==> src/rtl/game_pkg.sv <==
// Shared game types: pattern geometry, sequencer states and the symbol one-hot encoder.
`default_nettype none

package game_pkg;

  localparam int SYM_W     = 3;
  localparam int MAX_LEN   = 25;
  localparam int PATTERN_W = SYM_W * MAX_LEN;
  localparam int LEN_W     = 5;
  localparam int LED_W     = 8;

  typedef enum logic [1:0] {
    IDLE = 2'd0,
    ON   = 2'd1,
    OFF  = 2'd2,
    DONE = 2'd3
  } seq_state_t;

  function automatic logic [LED_W-1:0] sym_to_onehot(input logic [SYM_W-1:0] sym);
    return LED_W'(1) << sym;
  endfunction

  function automatic logic [SYM_W-1:0] get_sym(input logic [PATTERN_W-1:0] pat,
                                               input logic [LEN_W-1:0]     k);
    logic [PATTERN_W-1:0] shifted;
    shifted = pat >> (SYM_W * int'(k));
    return shifted[SYM_W-1:0];
  endfunction

endpackage

`default_nettype wire

==> src/rtl/playback_timer.sv <==
// Loadable down-counter; expire is high during the last cycle of a loaded period.
`default_nettype none

module playback_timer #(
  parameter int TW = 9
) (
  input  logic          clk,
  input  logic          rst_n,
  input  logic          load,
  input  logic [TW-1:0] load_value,
  input  logic          clear,
  output logic          expire
);

  logic [TW-1:0] count;

  always_ff @(posedge clk or negedge rst_n) begin
    if (!rst_n) begin
      count <= '0;
    end else if (clear) begin
      count <= '0;
    end else if (load) begin
      count <= load_value;
    end else if (count != '0) begin
      count <= count - TW'(1);
    end
  end

  // A period of N cycles spans counts N..1, so the final cycle is count==1.
  assign expire = (count == TW'(1));

endmodule

`default_nettype wire

==> src/rtl/pattern_playback_sequencer.sv <==
// Timed one-hot playback of a stored symbol pattern onto the LEDs, with abort.
// Optional PLAYBACK_SPEEDUP_EN shortens each successive ON period down to a floor.
`default_nettype none

module pattern_playback_sequencer
  import game_pkg::*;
#(
  parameter int ON_CYCLES  = 500,
  parameter int OFF_CYCLES = 250
`ifdef PLAYBACK_SPEEDUP_EN
  ,
  parameter int SPEEDUP_STEP  = 16,
  parameter int MIN_ON_CYCLES = 100
`endif
) (
  input  logic                 clk,
  input  logic                 rst_n,
  input  logic                 start,
  input  logic                 abort,
  input  logic [LEN_W-1:0]     length,
  input  logic [PATTERN_W-1:0] pattern,
  output logic [LED_W-1:0]     led,
  output logic                 busy,
  output logic                 done,
  output logic [LEN_W-1:0]     index
);

  localparam int BASE_MAX = (ON_CYCLES > OFF_CYCLES) ? ON_CYCLES : OFF_CYCLES;
`ifdef PLAYBACK_SPEEDUP_EN
  localparam int MAX_CYC  = (MIN_ON_CYCLES > BASE_MAX) ? MIN_ON_CYCLES : BASE_MAX;
`else
  localparam int MAX_CYC  = BASE_MAX;
`endif
  localparam int TIMER_W  = $clog2(MAX_CYC + 1);

  seq_state_t           state, state_d;
  logic [PATTERN_W-1:0] pat_q, pat_d;
  logic [LEN_W-1:0]     len_q, len_d;
  logic [LED_W-1:0]     led_d;
  logic                 busy_d, done_d;
  logic [LEN_W-1:0]     index_d;
  logic [LEN_W-1:0]     len_clamped;
  logic                 tmr_load, tmr_clear, tmr_expire;
  logic [TIMER_W-1:0]   tmr_value;
  logic [TIMER_W-1:0]   on_val;

  assign len_clamped = (length > LEN_W'(MAX_LEN)) ? LEN_W'(MAX_LEN) : length;

`ifdef PLAYBACK_SPEEDUP_EN
  logic [LEN_W-1:0] next_k;
  int               step_dec;

  // ON period for the symbol about to be lit; saturates at MIN_ON_CYCLES.
  always_comb begin
    next_k   = (state == IDLE) ? '0 : index + LEN_W'(1);
    step_dec = int'(next_k) * SPEEDUP_STEP;
    if ((step_dec < ON_CYCLES) && ((ON_CYCLES - step_dec) > MIN_ON_CYCLES)) begin
      on_val = TIMER_W'(ON_CYCLES - step_dec);
    end else begin
      on_val = TIMER_W'(MIN_ON_CYCLES);
    end
  end
`else
  assign on_val = TIMER_W'(ON_CYCLES);
`endif

  playback_timer #(
    .TW (TIMER_W)
  ) u_timer (
    .clk        (clk),
    .rst_n      (rst_n),
    .load       (tmr_load),
    .load_value (tmr_value),
    .clear      (tmr_clear),
    .expire     (tmr_expire)
  );

  always_ff @(posedge clk or negedge rst_n) begin
    if (!rst_n) begin
      state <= IDLE;
      pat_q <= '0;
      len_q <= '0;
      led   <= '0;
      busy  <= 1'b0;
      done  <= 1'b0;
      index <= '0;
    end else begin
      state <= state_d;
      pat_q <= pat_d;
      len_q <= len_d;
      led   <= led_d;
      busy  <= busy_d;
      done  <= done_d;
      index <= index_d;
    end
  end

  // Next-state logic also produces next-cycle outputs so all outputs are registered.
  always_comb begin
    state_d   = state;
    pat_d     = pat_q;
    len_d     = len_q;
    led_d     = led;
    busy_d    = busy;
    done_d    = 1'b0;
    index_d   = index;
    tmr_load  = 1'b0;
    tmr_clear = 1'b0;
    tmr_value = '0;

    case (state)
      IDLE: begin
        led_d   = '0;
        busy_d  = 1'b0;
        index_d = '0;
        if (start) begin
          pat_d = pattern;
          len_d = len_clamped;
          if (len_clamped == '0) begin
            state_d = DONE;
            done_d  = 1'b1;
          end else begin
            state_d   = ON;
            busy_d    = 1'b1;
            led_d     = sym_to_onehot(get_sym(pattern, '0));
            tmr_load  = 1'b1;
            tmr_value = on_val;
          end
        end
      end
      ON: begin
        if (tmr_expire) begin
          state_d   = OFF;
          led_d     = '0;
          tmr_load  = 1'b1;
          tmr_value = TIMER_W'(OFF_CYCLES);
        end
      end
      OFF: begin
        if (tmr_expire) begin
          if (index == len_q - LEN_W'(1)) begin
            state_d = DONE;
            done_d  = 1'b1;
            busy_d  = 1'b0;
            index_d = '0;
          end else begin
            state_d   = ON;
            index_d   = index + LEN_W'(1);
            led_d     = sym_to_onehot(get_sym(pat_q, index + LEN_W'(1)));
            tmr_load  = 1'b1;
            tmr_value = on_val;
          end
        end
      end
      DONE: begin
        state_d = IDLE;
      end
      default: begin
        state_d = IDLE;
      end
    endcase

    if (abort) begin
      state_d   = IDLE;
      led_d     = '0;
      busy_d    = 1'b0;
      done_d    = 1'b0;
      index_d   = '0;
      pat_d     = pat_q;
      len_d     = len_q;
      tmr_load  = 1'b0;
      tmr_clear = 1'b1;
    end
  end

endmodule

`default_nettype wire

==> config.mk <==
export PLATFORM = sky130hd
export DESIGN_NAME = pattern_playback_sequencer
export DESIGN_NICKNAME = d
export VERILOG_FILES = /design/src/rtl/game_pkg.sv /design/src/rtl/playback_timer.sv /design/src/rtl/pattern_playback_sequencer.sv
export SDC_FILE = /design/constraint.sdc
export NUM_CORES = 1
export LEC_CHECK = 0
export CAP_MARGIN = 20
export CORE_MARGIN = 2
export CORE_UTILIZATION = 55
export CTS_BUF_LIST = sky130_fd_sc_hd__clkbuf_8
export DETAILED_ROUTE_END_ITERATION = 8
export PLACE_DENSITY = 0.8
export SYNTH_ARGS = -nofsm -noshare
export SYNTH_HDL_FRONTEND = slang
export SYNTH_SLANG_ARGS = --single-unit
==> constraint.sdc <==
create_clock -name clk -period 3 [get_ports clk]
set_clock_uncertainty 0.2 [all_clocks]
set_input_delay 0.9 -clock clk [delete_from_list [all_inputs] [get_ports clk]]
set_output_delay 0.9 -clock clk [all_outputs]
set_load 0.01 [all_outputs]
==> flow_summary_export.csv <==
group,metric,value,unit
die,core-area,0.0102,mm^2
placement,place_congestion,0.852,
final_layout,fillers,754,
sta,period_needed,2.81,ns
final_layout,post-route-util,0.699,
yosys,synth_flop_cell,"dfrtp_1",
sta,worst_slew_pin_slew,0.533,ns
yosys,synthTopCellsByArea,"dfrtp_1 (47%), mux2_2 (15%), mux4_2 (7.1%)",
grt,grtUsageTotal,0.231,
sta,setup_viol,0,
placement,dpl.hpwl,8880,um
die,start_util,0.560,
sta,max_freq,0.356,GHz
setup_path,critical_path_class,"flop to flop",
sta,fin_crit_sh,0.937,
setup_path,startpoint_type,"flop",
sta,final_max_slew_viol_count,0,
setup_path,crit_required,3.09,ns
die,ioPinCount,99,
yosys,synth_top_family_by_area,"multiplexers",
grt,grt_pass1_wl,20100,um
final_layout,drive_gt1_frac,0.285,
grt,antenna_found_initial,0,
yosys,synth_edf_count,0,
yosys,yosysTopAreaCellShare,0.465,
drt,vias_per_cell,5.74,
clock_tree,cts_tree,"built",
drt,postRouteAntennaNets,0,
setup_path,cp-end-kind,"flop",
yosys,yosys_warnings,0,
yosys,ys_seq_area_frac,0.465,
yosys,synthAdderAreaFrac,0.0197,
sta,hold_viol,0,
yosys,synth_commonest_cells,"dfrtp_1 (106), mux2_2 (78), nor2_1 (21)",
die,die_h,106,um
final_layout,nets,632,
yosys,syn-num-nets,533,
drt,vias,3898,
worst_hold_path,hp-class,"primary input to async pin",
yosys,synth_compound_area_frac,0.104,
die,placementRows,37,
drt,firstDrtPassIters,4,
yosys,synth_cell_types,67,
job,cap_violations,0,
clock_tree,cts.path.max_buffers,2,
setup_path,reg2regPathDepth,8,
drt,wire_per_inst,17.8,um
pwr,vdd_drop_max,0.391,mV
yosys,synth_area,0.00570,mm^2
sta,rsz0062_at_grt,"false",
sta,fin_tns_setup,0,ns
clock_tree,hold_buffers,0,
yosys,ys_ff_latch,106,
yosys,synth_simple_gate_area_frac,0.0952,
drt,totalWireLength,12100,um
yosys,muxShareOfSynthArea,0.257,
setup_path,crit_path_max_fanout,8,
clock_tree,clk_latency,0.37,ns
clock_tree,clkSinkCount,106,
yosys,syn_inst,440,
clock_tree,root_buffer,"clkbuf_8",
die,die_area,0.0112,mm^2
sta,slew_headroom,0.642,
pwr,p_per_area,803,mW/mm^2
yosys,synth_most_common_cell,"dfrtp_1",
yosys,synth_top_cell_by_area,"dfrtp_1",
yosys,synthXorXnorAreaFrac,0.0279,
final_layout,area_growth,24.8,%
placement,io_buffers,98,
grt,grt_max_degree,52,
clock_tree,ctsHtreeMaxLevel,3,
clock_tree,cts_resized,0,
grt,grt_pass1_vias,4095,
outcome,status,"complete, no violations",
yosys,syn_avg_cell_area,13.0,um^2
final_layout,diodes,0,
yosys,async_flop_share,1.00,
clock_tree,cts_setup_buffers,0,
clock_tree,numCtsBuffers,9,
setup_path,worstPathArrival,2.90,ns
grt,grt-ovfl-total,0,
clock_tree,clk_transition_reported_paths,0.09,ns
drt,drt_iter0_markers,202,
drt,drc,0,
pwr,p_leak,2.86,nW
die,fp.dieW,106,um
==> sequential cells by signal, indices dropped and copies added (netlist names) <==
name,flops
u_timer.count,9
index,5
led,8
state,2
pat_q,75
len_q,5
busy,1
done,1
==> final cells by class <==
type,instances,area (um^2),area share
Clock buffer,9,124,0.0174
Tap cell,136,170,0.0239
Timing Repair Buffer,114,1150,0.161
Inverter,9,33.8,0.00475
Sequential cell,106,2660,0.373
Multi-Input combinational cell,299,2880,0.404
Clock inverter,6,108,0.0151
==> routing by layer <==
metal / up-vias / track usage / part of all wire
met2: 97 / 0.393 / 0.51
met5: - / 0 / 0
met3: 17 / 0.0377 / 0.042
li1: 1821 / - / -
met4: 0 / 0.0874 / 0.018
met1: 1963 / 0.298 / 0.43
==> kinds of logic (layout without fill, tap and decap cells) <==
kind of cell	Yosys count	in the layout
AND/OR/NAND/NOR	93	93
XOR/XNOR	16	16
multiplexers	114	114
adder cells (fa/ha/maj)	9	9
flip-flops	106	106
buffers and inverters	35	138
AO/OA/AOI/OAI	67	67
==> per-stage QoR <==
step / setup WS (ns) / power [mW] / cell area (um^2) / instances / hold slack [ns]
floorplan: 0.363 / 4.10 / 5700 / 440 / 0.273
global placement: 0.0471 / 4.58 / 6880 / 664 / 0.282
detailed placement: 0.0178 / 4.71 / 6880 / 664 / 0.290
CTS: 0.0895 / 5.75 / 7110 / 679 / 0.207
global route: 0.0201 / 6.08 / 7120 / 679 / 0.215
finish: 0.189 / 5.71 / 7120 / 679 / 0.212
==> power by group <==
part	switching (mW)	internal, mW	leakage, nW	total [mW]
Clock	0.476	0.547	0.120	1.02
Sequential	0.387	2.05	1.29	2.44
Combinational	0.990	1.26	1.45	2.25
==> critical path, cell delays in order (launching register included) <==
cell and delay [ns]:
dfrtp_2 0.44, ha_2 0.44, buf_4 0.20, mux4_2 0.29, mux2i_1 0.16, a21oi_1 0.08, a2111oi_2 0.46, nand3_1 0.25
o22ai_1 0.21
==> final timing paths <==
path	startpoint	end	slack [ns]
min reg2reg	pat_q[5]	pat_q[5]	0.31
max in group asynchronous	rst_n	pat_q[63]	1.75
max reg2reg	index[0]	led[0]	0.19
max	index[0]	led[0]	0.19
min	rst_n	led[2]	0.21
min in group clk	pat_q[5]	pat_q[5]	0.31
==> placed cells by master (no fill, tap or decap), types with 8 or more instances in the layout <==
cell type / Yosys / routed
nor2_1: 21 / 21
nor3_1: 10 / 10
dfrtp_1: 106 / 104
o21ai_0: 8 / 8
nand2_1: 20 / 20
mux4_2: 18 / 18
xnor2_1: 8 / 8
buf_4: 0 / 13
a21oi_1: 13 / 13
mux2i_1: 18 / 18
clkbuf_8: 0 / 9
clkdlybuf4s50_1: 0 / 97
inv_1: 9 / 10
ha_1: 9 / 8
mux2_2: 78 / 78
(Power assumes the default switching activity.)
